**src/rtl/pipe_ctrl_pkg.sv**
```systemverilog
// Shared types and constants for the pipeline hazard sequencer.
package pipe_ctrl_pkg;
   typedef enum logic [1:0] {RUN = 2'd0, LU_STALL = 2'd1, MEM_WAIT = 2'd2} hz_state_t;
   localparam logic [4:0] XZR = 5'd31;
endpackage

```
**src/rtl/pipe_hazard_ctrl_sat_counter.sv**
```systemverilog
// Saturating event counter; holds at all-ones once full.
module sat_counter #(
   parameter int W = 32
) (
   input  logic         clk,
   input  logic         reset,
   input  logic         inc,
   output logic [W-1:0] count
);
   always_ff @(posedge clk or negedge reset) begin
      if (!reset)                   count <= '0;
      else if (inc && count != '1)  count <= count + 1'b1;
   end
endmodule

```
**src/rtl/pipe_hazard_ctrl.sv**
```systemverilog
// Stall/flush sequencer for the 5-stage pipeline: load-use interlock,
// taken-branch squash and data-memory wait, with saturating perf counters.
module pipe_hazard_ctrl
   import pipe_ctrl_pkg::*;
#(
   parameter int LU_CYCLES   = 1,
   parameter int MEM_TIMEOUT = 255,
   parameter int CNT_W       = 32
) (
   input  logic             clk,
   input  logic             reset,
   input  logic [4:0]       rs1_id,
   input  logic [4:0]       rs2_id,
   input  logic             uses_rs2_id,
   input  logic             MemRead_ex,
   input  logic [4:0]       Rd_ex,
   input  logic             BrTaken_mem,
   input  logic             dm_req_mem,
   input  logic             dm_ready,
   output logic             pc_en,
   output logic             ifid_en,
   output logic             ifid_flush,
   output logic             idex_en,
   output logic             idex_flush,
   output logic             exmem_en,
   output logic             exmem_flush,
   output logic             memwb_flush,
   output logic             mem_err,
   output logic [CNT_W-1:0] stall_cnt,
   output logic [CNT_W-1:0] flush_cnt
);
   localparam int LU_W  = $clog2(LU_CYCLES + 1);
   localparam int TMO_W = $clog2(MEM_TIMEOUT + 1);
   localparam logic [LU_W-1:0]  LU_LOAD = LU_W'(LU_CYCLES - 1);
   localparam logic [TMO_W-1:0] TMO_MAX = TMO_W'(MEM_TIMEOUT);

   hz_state_t        r_state, w_state_nxt;
   logic [LU_W-1:0]  r_lu_cnt, w_lu_cnt_nxt;
   logic [TMO_W-1:0] r_tmo_cnt, w_tmo_nxt;
   logic             r_mem_err;

   logic w_lu_hz, w_mw_hz, w_run, w_wait_cyc, w_br_svc;
   logic w_pc_en, w_ifid_en, w_ifid_flush, w_idex_en, w_idex_flush;
   logic w_exmem_en, w_exmem_flush, w_memwb_flush;

   assign w_lu_hz = MemRead_ex && (Rd_ex != XZR) &&
                    ((rs1_id == Rd_ex) || (uses_rs2_id && (rs2_id == Rd_ex)));
   assign w_mw_hz = dm_req_mem && !dm_ready;

   always_comb begin
      w_pc_en       = 1'b1;
      w_ifid_en     = 1'b1;
      w_ifid_flush  = 1'b0;
      w_idex_en     = 1'b1;
      w_idex_flush  = 1'b0;
      w_exmem_en    = 1'b1;
      w_exmem_flush = 1'b0;
      w_memwb_flush = 1'b0;
      w_state_nxt   = r_state;
      w_lu_cnt_nxt  = r_lu_cnt;
      w_tmo_nxt     = r_tmo_cnt;
      w_run         = 1'b0;
      w_wait_cyc    = 1'b0;
      w_br_svc      = 1'b0;

      case (r_state)
         MEM_WAIT: begin
            if (!dm_ready) begin
               w_wait_cyc = 1'b1;
               w_tmo_nxt  = (r_tmo_cnt == TMO_MAX) ? r_tmo_cnt : r_tmo_cnt + 1'b1;
            end else begin
               w_run = 1'b1;
            end
         end
         LU_STALL: begin
            if (w_mw_hz) begin
               w_wait_cyc  = 1'b1;
               w_tmo_nxt   = TMO_W'(1);
               w_state_nxt = MEM_WAIT;
            end else begin
               w_pc_en      = 1'b0;
               w_ifid_en    = 1'b0;
               w_idex_flush = 1'b1;
               w_lu_cnt_nxt = r_lu_cnt - 1'b1;
               if (r_lu_cnt == LU_W'(1)) w_state_nxt = RUN;
            end
         end
         default: w_run = 1'b1;
      endcase

      // Shared by RUN and the dm_ready cycle of MEM_WAIT (mw_hz is false there).
      if (w_run) begin
         w_state_nxt = RUN;
         if (w_mw_hz) begin
            w_wait_cyc  = 1'b1;
            w_tmo_nxt   = TMO_W'(1);
            w_state_nxt = MEM_WAIT;
         end else if (BrTaken_mem) begin
            w_br_svc      = 1'b1;
            w_ifid_flush  = 1'b1;
            w_idex_flush  = 1'b1;
            w_exmem_flush = 1'b1;
         end else if (w_lu_hz) begin
            w_pc_en      = 1'b0;
            w_ifid_en    = 1'b0;
            w_idex_flush = 1'b1;
            w_lu_cnt_nxt = LU_LOAD;
            w_state_nxt  = (LU_CYCLES > 1) ? LU_STALL : RUN;
         end
      end

      if (w_wait_cyc) begin
         w_pc_en       = 1'b0;
         w_ifid_en     = 1'b0;
         w_idex_en     = 1'b0;
         w_exmem_en    = 1'b0;
         w_memwb_flush = 1'b1;
      end

      if (!reset) begin
         w_pc_en       = 1'b0;
         w_ifid_en     = 1'b0;
         w_idex_en     = 1'b0;
         w_exmem_en    = 1'b0;
         w_ifid_flush  = 1'b1;
         w_idex_flush  = 1'b1;
         w_exmem_flush = 1'b1;
         w_memwb_flush = 1'b1;
      end
   end

   always_ff @(posedge clk or negedge reset) begin
      if (!reset) begin
         r_state   <= RUN;
         r_lu_cnt  <= '0;
         r_tmo_cnt <= '0;
         r_mem_err <= 1'b0;
      end else begin
         r_state   <= w_state_nxt;
         r_lu_cnt  <= w_lu_cnt_nxt;
         r_tmo_cnt <= w_tmo_nxt;
         if (w_wait_cyc && (w_tmo_nxt == TMO_MAX)) r_mem_err <= 1'b1;
      end
   end

   sat_counter #(.W(CNT_W)) u_stall_cnt (
      .clk(clk), .reset(reset), .inc(!w_pc_en), .count(stall_cnt)
   );

   sat_counter #(.W(CNT_W)) u_flush_cnt (
      .clk(clk), .reset(reset), .inc(w_br_svc), .count(flush_cnt)
   );

   assign pc_en       = w_pc_en;
   assign ifid_en     = w_ifid_en;
   assign ifid_flush  = w_ifid_flush;
   assign idex_en     = w_idex_en;
   assign idex_flush  = w_idex_flush;
   assign exmem_en    = w_exmem_en;
   assign exmem_flush = w_exmem_flush;
   assign memwb_flush = w_memwb_flush;
   assign mem_err     = r_mem_err;
endmodule

```
**config.mk**
```make
export PLATFORM = sky130hd
export DESIGN_NAME = pipe_hazard_ctrl
export DESIGN_NICKNAME = d
export VERILOG_FILES = /design/src/rtl/pipe_ctrl_pkg.sv /design/src/rtl/pipe_hazard_ctrl_sat_counter.sv /design/src/rtl/pipe_hazard_ctrl.sv
export SDC_FILE = /design/constraint.sdc
export NUM_CORES = 1
export LEC_CHECK = 0
export BUFFER_PORTS_ARGS = -buffer_cell sky130_fd_sc_hd__buf_2
export CORE_ASPECT_RATIO = 0.5
export CORE_UTILIZATION = 48
export CTS_CLUSTER_SIZE = 24
export DETAILED_ROUTE_END_ITERATION = 12
export GPL_ROUTABILITY_DRIVEN = 0
export HOLD_SLACK_MARGIN = 0.05
export PLACE_DENSITY = 0.74
export SYNTH_ARGS = -nofsm -noshare
export SYNTH_HDL_FRONTEND = slang
export SYNTH_SLANG_ARGS = --single-unit
```
**constraint.sdc**
```tcl
create_clock -name clk -period 1.7 [get_ports clk]
set_clock_uncertainty 0.05 [all_clocks]
set_input_delay 0.34 -clock clk [delete_from_list [all_inputs] [get_ports clk]]
set_output_delay 0.34 -clock clk [all_outputs]
set_load 0.02 [all_outputs]
```
Word-level counts from Yosys, hierarchy flattened

Index checks and enable logic that the tools add are counted.

Register bits: 76
Input bits: 22
Output and inout bits: 73

Reduce and logical (&&, ||, !) cells: 13
Multiplexer cells: 46
Add/subtract/negate cells: 4
Equality and inequality tests: 9

Operators with widths:

| kind                                                | count |
|---|---|
| adder 32 x 1 -> 32 bit, second input constant       | 2 |
| != test 32 bit, second input constant               | 2 |
| two-way mux 8 bit                                   | 5 |
| two-way mux 1 bit                                   | 33 |
| equality test 8 bit, second input constant          | 2 |
| one-hot mux 8 bit (2 select lines)                  | 1 |
| equality test 5 bit                                 | 2 |
| two-way mux 2 bit                                   | 5 |
| adder 8 x 1 -> 8 bit, second input constant         | 1 |
| logical AND 1 bit                                   | 7 |
| != test 5 bit, second input constant                | 1 |
| one-hot mux 1 bit (2 select lines)                  | 2 |
| nonzero test 3 bit                                  | 1 |
| equality test 2 x 1 -> 1 bit, second input constant | 1 |
| equality test 2 bit, second input constant          | 1 |
| zero test 1 bit                                     | 2 |
| AND reduction 2 bit                                 | 1 |
| nonzero test 2 bit                                  | 1 |
| logical OR 1 bit                                    | 1 |
| subtractor 1 bit, second input constant             | 1 |

Longest topological paths before layout

Word-level depth: 12
Gate-level depth with buffers: 9

By module

Synthesis repeated with hierarchy kept, for this count alone.

Cells, all modules: 394
Area, all modules: 4,047.6 um2

Modules (own cells, without submodules):

| module           | times used | seq. area each (um2) | cells each | area an instance (um2) |
|---|---|---|---|---|
| sat_counter      | 2          | 800.8                | 151        | 1,624.1 |
| pipe_hazard_ctrl | 1          | 250.2                | 92         | 799.5 |

Worst setup path after synthesis

OpenSTA, ideal clock, no wires.

Path kind: register to register
From: register u_stall_cnt.count[24]
To: register u_stall_cnt.count[1]
Data required time: 1,522 ps
Path buffers: 2
Stages on the path, launching flop included: 9
Period minus slack after synthesis: 2,058 ps
Arrival: 1,881 ps
Slack: -358 ps
Cells stage by stage: dfrtp_1 -> and3_1 -> clkbuf_1 -> nand4_1 -> and2b_4 -> nand2_4 -> nand2_4 -> buf_8 -> mux2_1

Word-level cells in the longest chain between the ends: 2

RTL lines:

| what                   | RTL line                           | text |
|---|---|---|
| start, declared        | pipe_hazard_ctrl_sat_counter.sv:8  | `output logic [W-1:0] count` |
| start signal, assigned | pipe_hazard_ctrl_sat_counter.sv:12 | `else if (inc && count != '1) count <= count + 1'b1;` |
| != test 32 bit         | pipe_hazard_ctrl_sat_counter.sv:12 |  |
| logical AND 1 bit      | pipe_hazard_ctrl_sat_counter.sv:12 |  |

No other way between the ends.
A chain may end at the register's enable or synchronous reset.

Final worst setup path

From: register u_stall_cnt.count[2]
To: register u_stall_cnt.count[17]

Word-level cells in the longest chain between the ends: 2

RTL lines:

| what |
|---|
| parallel branches: the longest is 2 deep, another holds adder 32 x 1 -> 32 bit |

Parallel ways; which one is timed is not known.

==> qor.csv <==
metric;value;unit
cts_tree;yes;
worst_pin_slew;0.967;ns
critPathTopFamily;simple AND/OR/NAND/NOR gates;
grt_overflow;0;
synth.avg_cell_area;10.5;um2
nets;630;
dr.pass1.iters;5;
powerDensity;928;nW/um2
cp_max_fo;6;
synth.distinct_cells;51;
routed_via_density;5.55;
cts_buffers;9;
ys_ff_latch;74;
io_pins;95;
synth_simple_gate_area_frac;0.257;
rsz0062_at_grt;yes;
die_h;64.8;um
hold_slack;0.257;ns
final_common_cell;buf_4;
fin_crit_sh;1.15;
port_buffers;94;
die_x;128;um
drt_iter0_markers;311;
crit_chain;nand4_1 -> buf_4 -> nor3_2 -> nand3_4 -> or2_4 -> xnor2_2;
mostFrequentLayoutCells;buf_4 (124), buf_2 (85), xnor2_1 (39), dfrtp_2 (39), dfrtp_1 (35);
crit_type;reg -> reg;
ctsLongestPathBuffers;2;
synth_edf_count;0;
path_clk_slew;0.06;ns
final_core_util;0.870;
hold_buffers;0;
area_growth;71.9;%
arrival;2.13;ns
synthAdderAreaFrac;0.00991;
slew_headroom;0.355;
synth_cells;360;
end_kind;register;
fmax;512;MHz
slew_violations;0;
worst_path_max_delay_cell;dfrtp_1;
outcome;finished, violations left;
finalSetupViolations;61;
grt_pass1_vias;3756;
n_antenna_cell;0;
n_fill_cell;325;
drive_gt1_frac;0.664;
ys_warn_count;0;
rows;22;
grt_max_degree;75;
regArea;1900;um2
hpwl;6830;um
hold_class;in -> async;
syn_nets;385;
required;1.88;ns
gr-usage-all-layers;0.294;
crit_buf_inv;1;
violations;setup timing;
synth.cell_area;3790;um2
synth_compound_area_frac;0.0337;
clk-insertion-delay-late;0.33;ns
multi_input_area;2460;um2
synth_top_family_by_area;simple AND/OR/NAND/NOR gates;
dp.cells;663;
synth_ff_type;dfrtp_1;
cts_root_buf;clkbuf_16;
p_leak;3.28;nW
wire_per_inst;20.2;um
synth-seq-area-share;0.489;
grt_pass1_wl;18600;um
drt-total-wl;14500;um
synth-xor-area-share;0.173;
detail-route-antenna-nets;0;
synthArstFlopShare;1.00;
antenna_found_initial;0;
muxShareOfSynthArea;0.0112;
start_util;0.506;
coreArea;7490;um2
cts.sink_count;74;
final-hold-violation-count;0;
drc_errors;0;
worst_path_largest_cell_delay;0.52;ns
start_kind;register;
drv_cap;0;
dieArea;8270;um2
route.vias.total;3982;
ir_drop;1.02;mV
final_cells;718;
setup_ws;-0.252;ns
cts.htree.levels;3;
period_needed;1.95;ns
==> final cells by class <==
type	count	share of cell area
well taps	108	0.0208
inverters	12	0.00730
flip-flops and latches	74	0.292
repair buffers	239	0.262
multi-input cells	269	0.378
clock inverters	4	0.00307
clock buffers	12	0.0379
==> stage by stage <==
step	setup TNS (ns)	cell area [um2]	power, W	setup WS (ns)
floorplan	-3.57	3920	0.00293	-0.196
global placement	-6.71	5280	0.00358	-0.239
detailed placement	-10.04	5280	0.00362	-0.339
CTS	-4.07	6030	0.00551	-0.202
global route	-11.63	6510	0.00622	-0.294
finish	-8.12	6510	0.00604	-0.252
==> cell usage after synthesis (2+ instances only) <==
library cell | number | area, um2
and3_1 | 10 | 62.6
dfrtp_1 | 74 | 1850
xor2_1 | 29 | 254
nor2_1 | 23 | 86.3
xnor2_1 | 46 | 403
nand3_1 | 32 | 160
nand2_4 | 2 | 22.5
nor2b_1 | 2 | 12.5
inv_1 | 12 | 45.0
o21ai_0 | 5 | 25.0
nor3_2 | 5 | 50.1
and4_4 | 2 | 22.5
nor3b_2 | 2 | 25.0
nor2_2 | 6 | 37.5
mux2i_1 | 2 | 20.0
and4_1 | 4 | 35.0
ha_1 | 3 | 37.5
nor3_1 | 12 | 60.1
nor4_1 | 4 | 25.0
nor4_4 | 2 | 42.5
nand3_2 | 3 | 30.0
nand2_1 | 38 | 143
a21oi_1 | 3 | 15.0
buf_4 | 3 | 22.5
nand4_1 | 10 | 62.6
==> cell families (layout without fill, tap and decap cells) <==
| family | after synthesis | after routing |
|---|---|---|
| and+or+nand+nor | 167 | 168 |
| xor gates and xnor gates | 75 | 75 |
| DFF | 74 | 74 |
| AOI/OAI and AO/OA | 19 | 19 |
| buffers and inverters | 18 | 267 |
| muxes | 4 | 4 |
| adders and majority gates | 3 | 3 |
==> where the power goes <==
group	internal (W)	switching [W]
logic	0.000958	0.00111
registers	0.00198	0.000223
clock network	0.00102	0.000753
==> repair_timing <==
item | CTS | global route
gates cloned | 1 | 0
endpoints found under the setup margin | 59 | 75
resized for setup | 67 | 77
pin swaps | 44 | 55
setup buffers | 23 | 20
==> sequential cells by signal, indices dropped and copies added (netlist names) <==
name	count
u_stall_cnt.count	32
mem_err	1
u_flush_cnt.count	32
r_tmo_cnt	8
r_state	1
==> worst paths after layout <==
kind                                            from                     to  slack, ns  depth (start not counted)
worst max-delay path            u_stall_cnt.count[2]  u_stall_cnt.count[17]      -0.25                          6
worst min-delay path                           reset           r_tmo_cnt[1]       0.26                          2
worst max register to register  u_stall_cnt.count[2]  u_stall_cnt.count[17]      -0.25                          6
worst min register to register               mem_err                mem_err       0.43                          1
max in group asynchronous                      reset  u_flush_cnt.count[16]       0.63                          2
min in group clk                             mem_err                mem_err       0.43                          1
==> metal layers <==
| layer | routed length, um | global-route usage | part of all wire |
|---|---|---|---|
| met2 | 7390 | 0.532 | 0.51 |
| met4 | 670 | 0.0971 | 0.046 |
| met1 | 5580 | 0.358 | 0.38 |
| met3 | 895 | 0.0562 | 0.062 |
| met5 | 0 | 0 | 0 |
==> worst register-to-register path: stages (launching register included) <==
cell and delay (ns):
dfrtp_1 0.52, nand4_1 0.21, buf_4 0.19, nor3_2 0.21, nand3_4 0.18, or2_4 0.30
xnor2_2 0.19
Power figures use the tool's default switching activity.
